**src/rtl/axi4_lite_pkg.sv**
```systemverilog
// Shared AXI4-Lite definitions: BRESP codes and B-channel FSM state encodings.
// Latency: n/a (constants and types only).
// Backpressure: n/a.
package axi4_lite_pkg;

   typedef logic [1:0] resp_t;

   localparam resp_t RESP_OKAY   = 2'b00;
   localparam resp_t RESP_EXOKAY = 2'b01;
   localparam resp_t RESP_SLVERR = 2'b10;
   localparam resp_t RESP_DECERR = 2'b11;

   // B-channel transmitter states; S_SEND is exactly BVALID=1
   localparam logic [0:0] S_IDLE = 1'b0;
   localparam logic [0:0] S_SEND = 1'b1;

endpackage

```
**src/rtl/axi4_resp_fifo.sv**
```systemverilog
// Small synchronous FIFO holding responses queued behind the B output register.
// Latency: write visible on rd_data the cycle after push; rd_data is the head, unregistered.
// Backpressure: push ignored when full, pop ignored when empty; caller gates with full/empty.
module axi4_resp_fifo #(
   parameter int WIDTH = 2,
   parameter int DEPTH = 2,
   localparam int CW   = $clog2(DEPTH + 1),
   localparam int PW   = (DEPTH > 1) ? $clog2(DEPTH) : 1
) (
   input  logic             ACLK,
   input  logic             ARESETN,
   input  logic             push,
   input  logic [WIDTH-1:0] wr_data,
   input  logic             pop,
   output logic [WIDTH-1:0] rd_data,
   output logic             full,
   output logic             empty,
   output logic [CW-1:0]    count
);

   logic [WIDTH-1:0] mem_q [DEPTH];
   logic [PW-1:0]    wr_ptr_q, wr_ptr_d;
   logic [PW-1:0]    rd_ptr_q, rd_ptr_d;
   logic [CW-1:0]    count_q, count_d;
   logic             do_push;
   logic             do_pop;

   assign full    = (count_q == CW'(DEPTH));
   assign empty   = (count_q == '0);
   assign count   = count_q;
   assign rd_data = mem_q[rd_ptr_q];

   assign do_push = push & ~full;
   assign do_pop  = pop & ~empty;

   // Next-state pointers wrap at DEPTH; a separate count disambiguates full from empty
   always_comb begin
      wr_ptr_d = wr_ptr_q;
      rd_ptr_d = rd_ptr_q;
      count_d  = count_q;
      if (do_push) begin
         wr_ptr_d = (wr_ptr_q == PW'(DEPTH - 1)) ? '0 : wr_ptr_q + 1'b1;
      end
      if (do_pop) begin
         rd_ptr_d = (rd_ptr_q == PW'(DEPTH - 1)) ? '0 : rd_ptr_q + 1'b1;
      end
      case ({do_push, do_pop})
         2'b10:   count_d = count_q + 1'b1;
         2'b01:   count_d = count_q - 1'b1;
         default: count_d = count_q;
      endcase
   end

   // Pointer and count registers; contents are discarded by reset
   always_ff @(posedge ACLK or negedge ARESETN) begin
      if (!ARESETN) begin
         wr_ptr_q <= '0;
         rd_ptr_q <= '0;
         count_q  <= '0;
      end else begin
         wr_ptr_q <= wr_ptr_d;
         rd_ptr_q <= rd_ptr_d;
         count_q  <= count_d;
      end
   end

   // Storage write; no reset needed since count gates every read
   always_ff @(posedge ACLK) begin
      if (do_push) begin
         mem_q[wr_ptr_q] <= wr_data;
      end
   end

endmodule

```
**src/rtl/axi4_write_response_slave.sv**
```systemverilog
// AXI4-Lite subordinate B-channel transmitter: queues write completions and issues them in order.
// Latency: push while idle -> BVALID next cycle; zero-bubble back-to-back responses on handshake.
// Backpressure: BVALID/BRESP held stable while BREADY=0; pushes dropped (sticky overflow) when queue full.
module axi4_write_response_slave
   import axi4_lite_pkg::*;
#(
   parameter int DEPTH = 2,
   localparam int CNT_W = $clog2(DEPTH + 2)
) (
   input  logic             ACLK,
   input  logic             ARESETN,
   input  logic             resp_push,
   input  logic [1:0]       resp_code,
   output logic             resp_full,
   output logic             BVALID,
   output logic [1:0]       BRESP,
   input  logic             BREADY,
   output logic             b_idle,
   output logic             b_done,
   output logic [CNT_W-1:0] pend_count,
   output logic             resp_overflow
);

   localparam int QCW = $clog2(DEPTH + 1);

   logic [0:0]   state_q, state_d;
   logic [1:0]   bresp_q, bresp_d;
   logic         b_done_q;
   logic         overflow_q;
   logic         hs;
   logic         push_acc;
   logic         fifo_push;
   logic         fifo_pop;
   logic         fifo_full;
   logic         fifo_empty;
   logic [1:0]   fifo_rd_data;
   logic [QCW-1:0] fifo_count;

   assign BVALID        = (state_q == S_SEND);
   assign BRESP         = bresp_q;
   assign hs            = BVALID & BREADY;
   assign resp_full     = fifo_full;
   assign push_acc      = resp_push & ~fifo_full;
   assign b_idle        = ~BVALID & fifo_empty;
   assign b_done        = b_done_q;
   assign resp_overflow = overflow_q;
   assign pend_count    = CNT_W'(fifo_count) + CNT_W'(BVALID);

   // A push goes to the queue only when the output register is occupied and not being bypassed
   assign fifo_push = push_acc & BVALID & ~(hs & fifo_empty);
   assign fifo_pop  = hs & ~fifo_empty;

   axi4_resp_fifo #(
      .WIDTH (2),
      .DEPTH (DEPTH)
   ) u_fifo (
      .ACLK    (ACLK),
      .ARESETN (ARESETN),
      .push    (fifo_push),
      .wr_data (resp_code),
      .pop     (fifo_pop),
      .rd_data (fifo_rd_data),
      .full    (fifo_full),
      .empty   (fifo_empty),
      .count   (fifo_count)
   );

   // Output register loads from push when idle, then from queue head or bypass on each handshake
   always_comb begin
      state_d = state_q;
      bresp_d = bresp_q;
      case (state_q)
         S_IDLE: begin
            if (push_acc) begin
               state_d = S_SEND;
               bresp_d = resp_code;
            end
         end
         default: begin
            if (hs) begin
               if (!fifo_empty) begin
                  bresp_d = fifo_rd_data;
               end else if (push_acc) begin
                  bresp_d = resp_code;
               end else begin
                  state_d = S_IDLE;
               end
            end
         end
      endcase
   end

   // FSM, output register, completion pulse and sticky overflow flag
   always_ff @(posedge ACLK or negedge ARESETN) begin
      if (!ARESETN) begin
         state_q    <= S_IDLE;
         bresp_q    <= RESP_OKAY;
         b_done_q   <= 1'b0;
         overflow_q <= 1'b0;
      end else begin
         state_q  <= state_d;
         bresp_q  <= bresp_d;
         b_done_q <= hs;
         if (resp_push && fifo_full) begin
            overflow_q <= 1'b1;
         end
      end
   end

endmodule

```
**config.mk**
```make
export PLATFORM = sky130hd
export DESIGN_NAME = axi4_write_response_slave
export DESIGN_NICKNAME = d
export VERILOG_FILES = /design/src/rtl/axi4_lite_pkg.sv /design/src/rtl/axi4_resp_fifo.sv /design/src/rtl/axi4_write_response_slave.sv
export SDC_FILE = /design/constraint.sdc
export NUM_CORES = 1
export LEC_CHECK = 0
export ABC_AREA = 1
export ABC_CLOCK_PERIOD_IN_PS = 1800
export CORE_MARGIN = 3
export CORE_UTILIZATION = 40
export DETAILED_ROUTE_END_ITERATION = 8
export PLACE_DENSITY_LB_ADDON = 0.3
export SYNTH_ARGS = -nofsm -noshare
export SYNTH_HDL_FRONTEND = slang
export SYNTH_SLANG_ARGS = --single-unit
export TNS_END_PERCENT = 1
```
**constraint.sdc**
```tcl
create_clock -name ACLK -period 1.8 [get_ports ACLK]
set_clock_uncertainty 0.1 [all_clocks]
set_input_delay 0.36 -clock ACLK [delete_from_list [all_inputs] [get_ports ACLK]]
set_output_delay 0.36 -clock ACLK [all_outputs]
set_load 0.005 [all_outputs]
```
### Word-level counts from Yosys, hierarchy flattened

Memories as Yosys holds them, arrays and structs flattened.
Index checks and enable logic that the tools add are counted.
Widths: inputs -> output; s select.

* memory bits (writable): 4
* bits of input ports: 6
* flip-flop bits (word level): 9
* logic and storage cells: 46
* memories: 1

* $add $sub $neg: 5
* eq/ne operators: 4
* mux-type cells: 13
* reduce and logical (&&, ||, !) cells: 3
* bitwise logic cells: 13

Memories
* u_fifo.mem_q: words 2, bits a word 2, read ports 1, clocked after Yosys merged registers in 0, wr ports 1, RTL line axi4_resp_fifo.sv:21 `logic [WIDTH-1:0] mem_q [DEPTH];`

Operators by type and width (count)
* $and 1x1->1: 9
* $mux 1: 8
* $mux 2: 4
* $eq 2x2->1 const B: 2
* $not 1->1: 4
* $pmux 2 s2: 1
* $add 1x1->1 const B: 2
* $add 2x1->2: 1
* $add 2x1->2 const B: 1
* $eq 2x1->1 const B: 1
* $logic_not 2->1: 1
* $ne 2x1->1 const B: 1
* $reduce_bool 2->1: 1
* $sub 2x1->2 const B: 1
* $logic_and 1x1->1: 1

### Longest topological paths before layout

* depth after elaboration: 8
* mapped depth: 9
* mapped depth without buffers: 9

### By module

A second synthesis with hierarchy kept.

* cell total of the unflattened synthesis: 84
* area, all modules: 674.4 um^2

Modules (own cells, without submodules)
* axi4_resp_fifo: cells each 43, instances 1, area an instance 384.1 um^2
* axi4_write_response_slave: cells each 41, instances 1, area an instance 290.3 um^2

### Least setup slack after synthesis

Ideal clock, no wire load.

* path type: register to register
* from: register state_q, in the netlist BVALID
* to: register u_fifo.count_q[1], in the netlist u_fifo.count[1]
* stages on the path, launching flop included: 8
* data required time: 1.578 ns
* path buffers: 0
* period minus slack after synthesis: 1.607 ns
* setup slack: 0.193 ns
* library setup time: 0.122 ns
* arrival: 1.385 ns
* path through: dfrtp_1 -> nand2_1 -> nand2_4 -> nand2_2 -> ha_1 -> a21oi_1 -> nand2_1 -> xor2_1

* word-level cells in the longest chain between the ends: 7
* elaborated cells between the ends (all ways): 12
* those cells by class: eq/ne (2); mux (1); bitwise (8); reduce/logical (1)

RTL lines
* start, declared: RTL line axi4_write_response_slave.sv:26 `logic [0:0] state_q, state_d;`
* start signal, assigned: RTL line axi4_write_response_slave.sv:101 `state_q <= state_d;`
* $and 1x1->1: RTL line axi4_write_response_slave.sv:41 `assign hs = BVALID & BREADY;`
* $and 1x1->1: RTL line axi4_write_response_slave.sv:50 `assign fifo_push = push_acc & BVALID & ~(hs & fifo_empty);`
* $not 1->1: RTL line axi4_write_response_slave.sv:50
* $and 1x1->1: RTL line axi4_write_response_slave.sv:50
* $and 1x1->1: RTL line axi4_resp_fifo.sv:33 `assign do_push = push & ~full;`
* $eq 2x1->1 or $eq 2x2->1 (tied branches): RTL line axi4_resp_fifo.sv:47 `case ({do_push, do_pop})`
* $pmux 2 s2 or $reduce_bool 2->1 (tied branches)
* end signal, assigned: RTL line axi4_resp_fifo.sv:63 `count_q <= count_d;`
* end, declared: RTL line axi4_resp_fifo.sv:24 `logic [CW-1:0] count_q, count_d;`

Parallel ways exist; a longest one is shown, timed or not.
A chain may end at the register's enable or synchronous reset.

### Final worst setup path

* from: register state_q, in the netlist BVALID
* to: output BVALID

RTL lines
* end, declared: RTL line axi4_write_response_slave.sv:15 `output logic BVALID,`

No word-level cell between the ends.

==> parameters.txt <==
Parameter                              Value

Timing
  Final setup viols    0
  Setup repair after global routing missed its margin    true
  Final period demand of the worst path    1743 ps
  Final hold violation count    0
  Final-report max-slew violation count    0
  Setup WS post-layout    57.06 ps
  Relative slew slack    70.99%
  Post-route clock period utilization    96.83%
  Upper clock frequency limit    573.7 MHz
  Transition at the pin with the smallest max-transition slack    433.9 ps

Routing
  Initial drt markers    7
  Pre-Repair DR Iteration Count    3
  Routed via count    534
  Routed via count divided by cell count    4.726
  Total routed wirelength    1252 microns
  Remaining antenna violation count after routing    0
  DR DRC count    0
  WL per Instance    11.08 microns

Worst setup path
  Critical path endpoint category    output pin
  Flop2flop setup slack    170 ps
  Critical-path maximum fanout    5
  Peak per-stage delay on the critical path    490 ps
  Startpoint type of the worst setup path    register
  Critical path class    register to output pin
  Worst path bufs/invs    2
  Master of the slowest instance on the critical path    clkdlybuf4s50_1
  Data arrival at the endpoint of the critical path    1280 ps
  Capture instance of the worst register-to-register path    u_fifo.count[1]
  Number of cells on the worst reg-to-reg path    9
  Required @ worst endpoint    1340 ps
  Critical path cell sequence    buf_6, clkdlybuf4s50_1
  Cell family with the largest share of critical-path delay    buffers and inverters
  Startpoint of the lowest-slack register-to-register path    u_fifo.count[1]
  Worst setup path start    BVALID

Clock tree
  H-Tree Level Count    1
  Clk Latency, worst-skew pair    270 ps
  Root Buffer Master    clkbuf_4
  TritonCTS Buffers    3
  Clock-pin slew reported for the worst setup and hold paths after clock tree synthesis    80 ps
  TritonCTS Sinks    13
  TritonCTS clock tree    built
  CTS max path bufs    2

Layout
  Area Growth Syn to Fin    41.14%
  Count of inserted antenna diode cells    0
  Share of cells above drive strength 1    29.90%
  Final Net Count    106
  Number of fillers in the final layout    137

Logic synthesis
  Netlist Area Pre-Place    656.9 sq um
  Area share of and/or/nand/nor cells after synthesis    27.24%
  Synthesized-area fraction occupied by xor and xnor cells    6.476%
  Yosys warns    0
  Count of different cell masters after synthesis    18
  Share of cell area taken by muxes after synthesis    0%
  Average instance area after synthesis    9.520 sq um
  Synthesized instance count    69
  Number of register bits inferred by synthesis    13
  Largest family of logic cells by synthesized area    simple AND/OR/NAND/NOR gates
  Seq/Total Area, Yosys    52.57%
  Synthesized-area fraction occupied by ao, oa, aoi and oai cells    3.619%
  Syn_nets    77
  Post-Synth Adder-Cell Area    3.810%

Pwr
  Post-layout total power    1524 uW
  PD cells    1644 mW/mm^2
  Largest vdd supply drop    0.9437 mV
  Leakage power figure    0.0004754 uW

Die
  Horizontal die dimension    46.53 microns
  Top-Level Pins    15
  Number of standard-cell rows in the floorplan    14
  Floorplan die area    0.002165 sq mm
  Die height    46.53 microns
  Core region area    0.001524 sq mm
  Initial Utilization    43.10%

Outcome
  Result of the run    completed

GRT
  First-pass GRT wire length    2187 microns
  GR Util All Layers    15.08%
  Pin count of the biggest net entering global routing    10
  Initial antenna violation count    0
  Vias in the first global route    516
  Overflow left after global routing    0

Placement
  Post-Place Setup Slack    -212.4 ps
  Final HPWL DP    1018 microns
  Port buffer count    14
  RD Place Congestion    0.8545

Flow run
  Max capacitance violation total    0

Hold path
  Min-delay worst type    input port to async pin
==> where the power goes <==
group          internal (uW)  switching [uW]  leakage [uW]
registers                420            91.6      0.000137
clock network           82.4            94.4     0.0000177
logic                    432             404      0.000321
==> cells in the mapped netlist (all sizes together) <==
cell | count | area share (%)
a31o | 1 | 1.3
nor2 | 3 | 2.9
xnor2 | 1 | 1.3
inv | 11 | 6.3
or2 | 1 | 0.95
ha | 2 | 3.8
xor2 | 3 | 5.1
a21oi | 1 | 0.76
dfrtp | 9 | 34
nand3 | 6 | 4.6
o21ai | 2 | 1.5
edfxtp | 4 | 18
nand2 | 25 | 19
==> area by class of cell <==
class	count	area, sq um	area share [%]
clock buffer	3	22.52	2.429
clock inverter	1	5.005	0.5398
inverter	11	41.29	4.453
multi-input combinational	45	277.8	29.96
sequential	13	346.6	37.38
tap	16	20.02	2.159
timing repair buffer	24	214.0	23.08
==> registers in the layout, indices dropped and copies added (netlist names) <==
signal / count
resp_overflow: 1
u_fifo.count: 2
BVALID: 1
u_fifo.mem_q: 4
BRESP: 2
b_done: 1
u_fifo.rd_ptr_q: 1
u_fifo.wr_ptr_q: 1
==> placed cells by master, fill, tap and decap left out <==
master / Yosys / routed
clkinv_2: 0 / 1
xor2_1: 2 / 2
a21oi_1: 1 / 1
ha_1: 2 / 2
xor2_2: 1 / 1
nand2_4: 3 / 4
o21ai_0: 2 / 2
nor2_1: 2 / 2
nor2_4: 1 / 1
a31o_2: 1 / 1
buf_4: 0 / 9
nand2_1: 19 / 18
inv_2: 4 / 4
dfrtp_1: 9 / 8
buf_6: 0 / 1
nand2_2: 3 / 3
edfxtp_1: 4 / 4
xnor2_1: 1 / 1
clkbuf_4: 0 / 3
dfrtp_2: 0 / 1
nand3_1: 6 / 6
or2_1: 1 / 1
dlygate4sd2_1: 0 / 4
clkdlybuf4s50_1: 0 / 10
inv_1: 7 / 7
==> cell families (layout without fill, tap and decap cells) <==
| family | Yosys count | in the layout |
|---|---|---|
| adders and majority gates | 2 | 2 |
| DFF | 13 | 13 |
| and+or+nand+nor | 35 | 35 |
| AOI/OAI and AO/OA | 4 | 4 |
| xor gates and xnor gates | 4 | 4 |
| buffers and inverters | 11 | 39 |
==> metal layers <==
layer | track usage, % | part of all wire (%)
met2 | 22.80 | 46
met5 | 0 | 0
met4 | 6.818 | 1.7
met3 | 7.031 | 7.9
met1 | 18.03 | 44
==> what timing repair did <==
item | 4_1_cts | 5_1_grt
pin swaps | 0 | 0
endpoints found under the hold margin | 0 | 0
endpoints found under the setup margin | 4 | 3
hold buffers | 0 | 0
resized for setup | 6 | 2
buffers inserted | 1 | 1
==> through the flow <==
stage / cell area (sq um) / instances / util (%) / TNS (ps) / hold slack [ps]
2_1_floorplan: 656.9 / 69 / - / 0 / -35.59
3_3_place_gp: 877.1 / 107 / 57.55 / -161.9 / 354.2
3_5_place_dp: 877.1 / 107 / 57.55 / -288.3 / 355.3
4_1_cts: 913.4 / 112 / 59.93 / 0 / 284.0
5_1_grt: 927.1 / 113 / 60.84 / -11.61 / 287.9
6_report: 927.1 / 113 / 60.84 / 0 / 285.0
==> worst max path at each step <==
stage | endpoint | slack, ps | cells after the start
after floorplan | u_fifo.count[1] | 190 | 7
after global placement | u_fifo.count[1] | -160 | 9
final | BVALID | 60 | 2
after CTS | BVALID | 40 | 2
after detailed placement | u_fifo.count[1] | -210 | 9
after global routing | pend_count[1] | -9 | 3
(Power assumes the default switching activity.)
